File: config.mk
export PLATFORM = sky130hd
export DESIGN_NAME = register_file
export DESIGN_NICKNAME = d
export VERILOG_FILES = /design/src/rtl/mips_pkg.sv /design/src/rtl/decoder_5_32.sv /design/src/rtl/register_file.sv
export SDC_FILE = /design/constraint.sdc
export NUM_CORES = 2
export LEC_CHECK = 0
export CAP_MARGIN = 30
export CELL_PAD_IN_SITES_DETAIL_PLACEMENT = 1
export CELL_PAD_IN_SITES_GLOBAL_PLACEMENT = 1
export CORE_ASPECT_RATIO = 1.75
export CORE_MARGIN = 10
export CORE_UTILIZATION = 45
export CTS_CLUSTER_DIAMETER = 80
export DETAILED_ROUTE_END_ITERATION = 6
export GPL_ROUTABILITY_DRIVEN = 0
export PLACE_DENSITY = 0.81
export SYNTH_ARGS = -nofsm -noshare
export SYNTH_HDL_FRONTEND = slang
export SYNTH_SLANG_ARGS = --single-unit
export TNS_END_PERCENT = 20
File: constraint.sdc
create_clock -name clk -period 12 [get_ports clk]
set_input_delay 2.4 -clock clk [delete_from_list [all_inputs] [get_ports clk]]
set_output_delay 2.4 -clock clk [all_outputs]
set_load 0.1 [all_outputs]
File: src/rtl/mips_pkg.sv
// Shared MIPS constants: register-file geometry and named architectural registers.
// Latency: n/a (constants and pure helper functions only).
// Backpressure: n/a.
package mips_pkg;

  localparam int REG_COUNT  = 32;
  localparam int REG_ADDR_W = 5;
  localparam int WORD_W     = 32;

  typedef logic [REG_ADDR_W-1:0] reg_addr_t;
  typedef logic [WORD_W-1:0]     word_t;

  // Architectural register numbers used by decode and the controller.
  localparam reg_addr_t REG_ZERO = 5'd0;
  localparam reg_addr_t REG_RA   = 5'd31;

  // $0 is hardwired: any logic that writes or forwards must skip it.
  function automatic logic is_zero_reg(input reg_addr_t a);
    return a == REG_ZERO;
  endfunction

endpackage

File: src/rtl/decoder_5_32.sv
// Write-address decoder: wr_addr + enable -> one-hot entry select, bit 0 never set.
// Latency: combinational.
// Backpressure: none.
module decoder_5_32 #(
  parameter int ADDR_W = 5
) (
  input  logic                   ena,
  input  logic [ADDR_W-1:0]      addr,
  output logic [2**ADDR_W-1:0]   sel
);

  // One-hot select; $0 is excluded so its entry can never be written.
  always_comb begin
    sel = '0;
    if (ena && (addr != '0)) begin
      sel[addr] = 1'b1;
    end
  end

endmodule

File: src/rtl/register_file.sv
// 32 x N MIPS GPR file, two combinational read ports, one synchronous write port; $0 reads 0.
// Latency: reads 0 cycles, writes visible after one edge (same cycle when REGFILE_BYPASS_EN is defined).
// Backpressure: none; a write is accepted every cycle wr_ena is high.
module register_file
  import mips_pkg::*;
#(
  parameter int N      = WORD_W,
  parameter int ADDR_W = REG_ADDR_W
) (
  input  logic              clk,
  input  logic              rst,
  input  logic [ADDR_W-1:0] rd_addr_A,
  input  logic [ADDR_W-1:0] rd_addr_B,
  output logic [N-1:0]      rd_data_A,
  output logic [N-1:0]      rd_data_B,
  input  logic              wr_ena,
  input  logic [ADDR_W-1:0] wr_addr,
  input  logic [N-1:0]      wr_data
);

  localparam int DEPTH = 2**ADDR_W;

  logic [DEPTH-1:0] wr_sel;
  logic             unused_sel0;

  // Entry 0 has no storage; reads of $0 are forced to zero in the read muxes.
  logic [N-1:0]     mem [1:DEPTH-1];

  logic [N-1:0]     stored_a;
  logic [N-1:0]     stored_b;

  decoder_5_32 #(
    .ADDR_W (ADDR_W)
  ) u_wr_dec (
    .ena  (wr_ena),
    .addr (wr_addr),
    .sel  (wr_sel)
  );

  // Decoder never sets bit 0; it is intentionally left unconsumed.
  assign unused_sel0 = wr_sel[0];

  // Storage update: reset clears every entry and wins over a same-cycle write.
  always_ff @(posedge clk) begin
    if (rst) begin
      for (int i = 1; i < DEPTH; i++) begin
        mem[i] <= '0;
      end
    end else begin
      for (int i = 1; i < DEPTH; i++) begin
        if (wr_sel[i]) begin
          mem[i] <= wr_data;
        end
      end
    end
  end

  // Read mux A: $0 always zero, otherwise the stored entry.
  always_comb begin
    stored_a = '0;
    if (rd_addr_A != '0) begin
      stored_a = mem[rd_addr_A];
    end
  end

  // Read mux B: identical to A, fully independent of it.
  always_comb begin
    stored_b = '0;
    if (rd_addr_B != '0) begin
      stored_b = mem[rd_addr_B];
    end
  end

`ifdef REGFILE_BYPASS_EN
  logic wr_live;
  logic fwd_a;
  logic fwd_b;

  // A write is forwarded only when it will really land: not during reset, never to $0.
  assign wr_live = wr_ena && !rst && (wr_addr != '0);
  assign fwd_a   = wr_live && (wr_addr == rd_addr_A);
  assign fwd_b   = wr_live && (wr_addr == rd_addr_B);

  assign rd_data_A = fwd_a ? wr_data : stored_a;
  assign rd_data_B = fwd_b ? wr_data : stored_b;
`else
  // Without forwarding a same-cycle read sees the old value until the edge.
  assign rd_data_A = stored_a;
  assign rd_data_B = stored_b;
`endif

endmodule

==> flow_summary_export.csv <==
group,metric,value,unit
status,status,"finished, final reports clean",
critical_path,path_delay_family,"buffers and inverters",
drt,top_layer,"met5",
finish,fin_cells,5512,
logic_synthesis,synth.distinct_cells,42,
drt,vias_per_cell,6.77,
global_route,grt_pass1_wl,279,mm
cts,cts_tree,"yes",
cts,clockRootBuffer,"clkbuf_16",
placed_design,preCtsSetupSlack,3.05,ns
die,die_x,281,µm
logic_synthesis,synth_flop_cell,"edfxtp_1",
cts,cts_made_buffers,88,
drt,wl_met1,66.7,mm
critical_path,path_cells,"clkbuf_8 -> buf_4 -> mux2_2 -> o22ai_1 -> a221oi_1 -> o211ai_1 -> o21ai_1 -> clkdlybuf4s50_1",
critical_path,worstSetupStartpointType,"input pin",
drt,wl_per_cell,35.5,µm
critical_path,required,9.60,ns
critical_path,crit_path_end_kind,"output port",
finish,syn2layout_area_growth,10.9,%
sta,worst_slack,2.93,ns
drt,met2_length,96.7,mm
cts,cts_hold_buf,0,
die,io_pins,114,
sta,hold_violations,0,
drt,drt_iter0_drc,4385,
job,cap_viol_max_count,0,
logic_synthesis,yosysWarnings,0,
sta,rsz0062_at_grt,"no",
power_and_ir_drop,p_per_area,140,nW/µm²
global_route,grt_pass1_vias,39600,
sta,tns,0,ns
logic_synthesis,synth_cells,3992,
finish,fill_cells,11500,
die,die_area,134000,µm²
sta,tightest_slew,1.12,ns
global_route,track_usage,28.7,%
sta,fmax,110,MHz
drt,postRouteAntennaNets,0,
logic_synthesis,async_flop_share,0,%
drt,first_pass_iters,5,
placed_design,hpwl,119,mm
critical_path,max_stage_delay,1.21,ns
drt,routed-via-count,37300,
finish,fin_util,50.3,%
logic_synthesis,yosys.area.top_type,"edfxtp_1",
global_route,grt_max_degree,98,
placed_design,io_buffers,113,
critical_path,path_max_fanout,85,
sta,fin_crit,9.07,ns
global_route,antenna_found_initial,19,
sta,min_period_over_period,75.6,%
critical_path,cp_num_cells,8,
logic_synthesis,ys_seq_elements,992,
cts,ctsResizeCount,0,
logic_synthesis,synth_area_leaders,"edfxtp_1 (55%), and2_1 (12%), mux4_2 (9.2%)",
worst_hold_path,holdCritPathClass,"in -> reg",
power_and_ir_drop,power,8.34,mW
finish,drive_above_1_share,18.1,%
critical_path,path_buf_inv,3,
cts,htree_levels,3,
critical_path,critPathKind,"in -> out",
drt,drcViolationCount,0,
cts,postCtsSetupRepairBufs,0,
sta,drv_slew,0,
critical_path,critical_path_arrival,6.67,ns
critical_path,cpMaxStageDelayCell,"clkdlybuf4s50_1",
worst_hold_path,min_path_cells,2,
drt,wl,196,mm
cts,clockBufferDepth,3,
power_and_ir_drop,leakagePower,21.1,nW
die,dieHeight,477,µm
placed_design,dp_cells,5333,
logic_synthesis,synth.cell_area,53800,µm²
logic_synthesis,synth_area_per_cell,13.5,µm²
power_and_ir_drop,vdd_drop_max,88.9,µV
die,core.rowCount,167,
logic_synthesis,synth-seq-area-share,55.4,%
logic_synthesis,syn-num-nets,4042,
drt,wl_met3,20.7,mm
global_route,globalRouteOverflowTotal,0,
finish,reg.largest.list,"mem: 992 flops",
logic_synthesis,synth_top_cell_area_share,55.4,%
sta,timing.slew.headroom,25.1,%
cts,clkSlewWorstSetupHoldPaths,0.06,ns
sta,setup_viol,0,
die,design.core.area,118000,µm²
finish,largest-register,"mem",
cts,clock_sinks,992,
die,initial_core_util,45.4,%
finish,largest_reg_flops,992,
logic_synthesis,synth-edff-count,992,
finish,final_nets,3963,
worst paths after layout:
kind / start / endpoint / slack, ns
setup / recovery: rd_addr_B[2] / rd_data_B[13] / 2.93
hold / removal: wr_data[7] / mem[5][7] / 2.50
area by class of cell:
cell class              instances  area [µm²]  share of cell area [%]
diodes                          5        12.5                  0.0210
clock buffers                 108        2380                    4.00
clock inverters                55         418                   0.701
inverters                       2        7.51                  0.0126
multi-input cells            2580       22600                    37.8
flip-flops and latches        992       29800                    50.0
well taps                    1521        1900                    3.19
repair buffers                249        2560                    4.30
routing by layer:
| metal | up-vias | track usage (%) |
|---|---|---|
| li1 | 14900 | - |
| met1 | 19200 | 33.5 |
| met2 | 2488 | 48.2 |
| met3 | 700 | 6.59 |
| met4 | 26 | 16.1 |
| met5 | - | 0 |
cells in the final DEF, fill, tap and decap left out, types with 15 or more instances in the layout:
master | netlist | routed
buf_4 | 32 | 110
clkbuf_1 | 278 | 15
o21ai_1 | 32 | 32
a31oi_1 | 32 | 32
a22o_1 | 100 | 100
a22oi_1 | 56 | 56
a211oi_1 | 32 | 32
nor2_1 | 72 | 55
a21oi_1 | 82 | 82
clkdlybuf4s50_1 | 0 | 105
a221oi_1 | 64 | 64
clkinv_2 | 0 | 17
and2_1 | 995 | 994
clkbuf_16 | 0 | 98
mux4_2 | 220 | 220
nor2_2 | 1 | 15
o21ai_4 | 0 | 27
nor3_1 | 63 | 50
mux2_2 | 156 | 156
nand2_1 | 72 | 67
edfxtp_1 | 992 | 992
o22ai_1 | 64 | 64
mux2i_1 | 414 | 414
clkinv_1 | 1 | 26
o221ai_1 | 18 | 18
o211ai_1 | 32 | 32
power by group:
group	switching, mW	internal (mW)
combinational	0.910	0.441
clock	1.34	1.54
sequential	0.107	4.01
through the flow:
stage               area [µm²]  hold slack, ns
global route             59600            2.49
finish                   59600            2.50
global placement         56300            3.69
CTS                      59300            2.68
detailed placement       56500            3.42
floorplan                53800            2.60
kinds of logic (layout without fill, tap and decap cells):
group / after synthesis / count (layout) / share of synthesized area, %
simple gates: 1234 / 1234 / 13.5
flops: 992 / 992 / 55.4
mux: 790 / 790 / 20.2
compound gates: 556 / 556 / 7.27
buf+inv: 420 / 414 / 3.62
other cells: 0 / 5 / 0
Yosys cell counts, types with 2 or more instances:
library cell,count
nor3_1,63
o221ai_1,18
nor2b_1,11
o21ai_1,32
mux2_2,156
buf_6,21
nand2b_1,5
a211oi_1,32
buf_2,76
clkbuf_1,278
nor4_1,2
o21ai_0,41
buf_1,11
a22oi_1,56
mux4_2,220
and2_1,995
buf_4,32
a22o_1,100
nand3_1,4
edfxtp_1,992
a21oi_1,82
mux2i_1,414
o211ai_1,32
and3_1,2
nor2_1,72
a31oi_1,32
a221oi_1,64
o22ai_1,64
nand2_1,72
(Power assumes the default switching activity.)
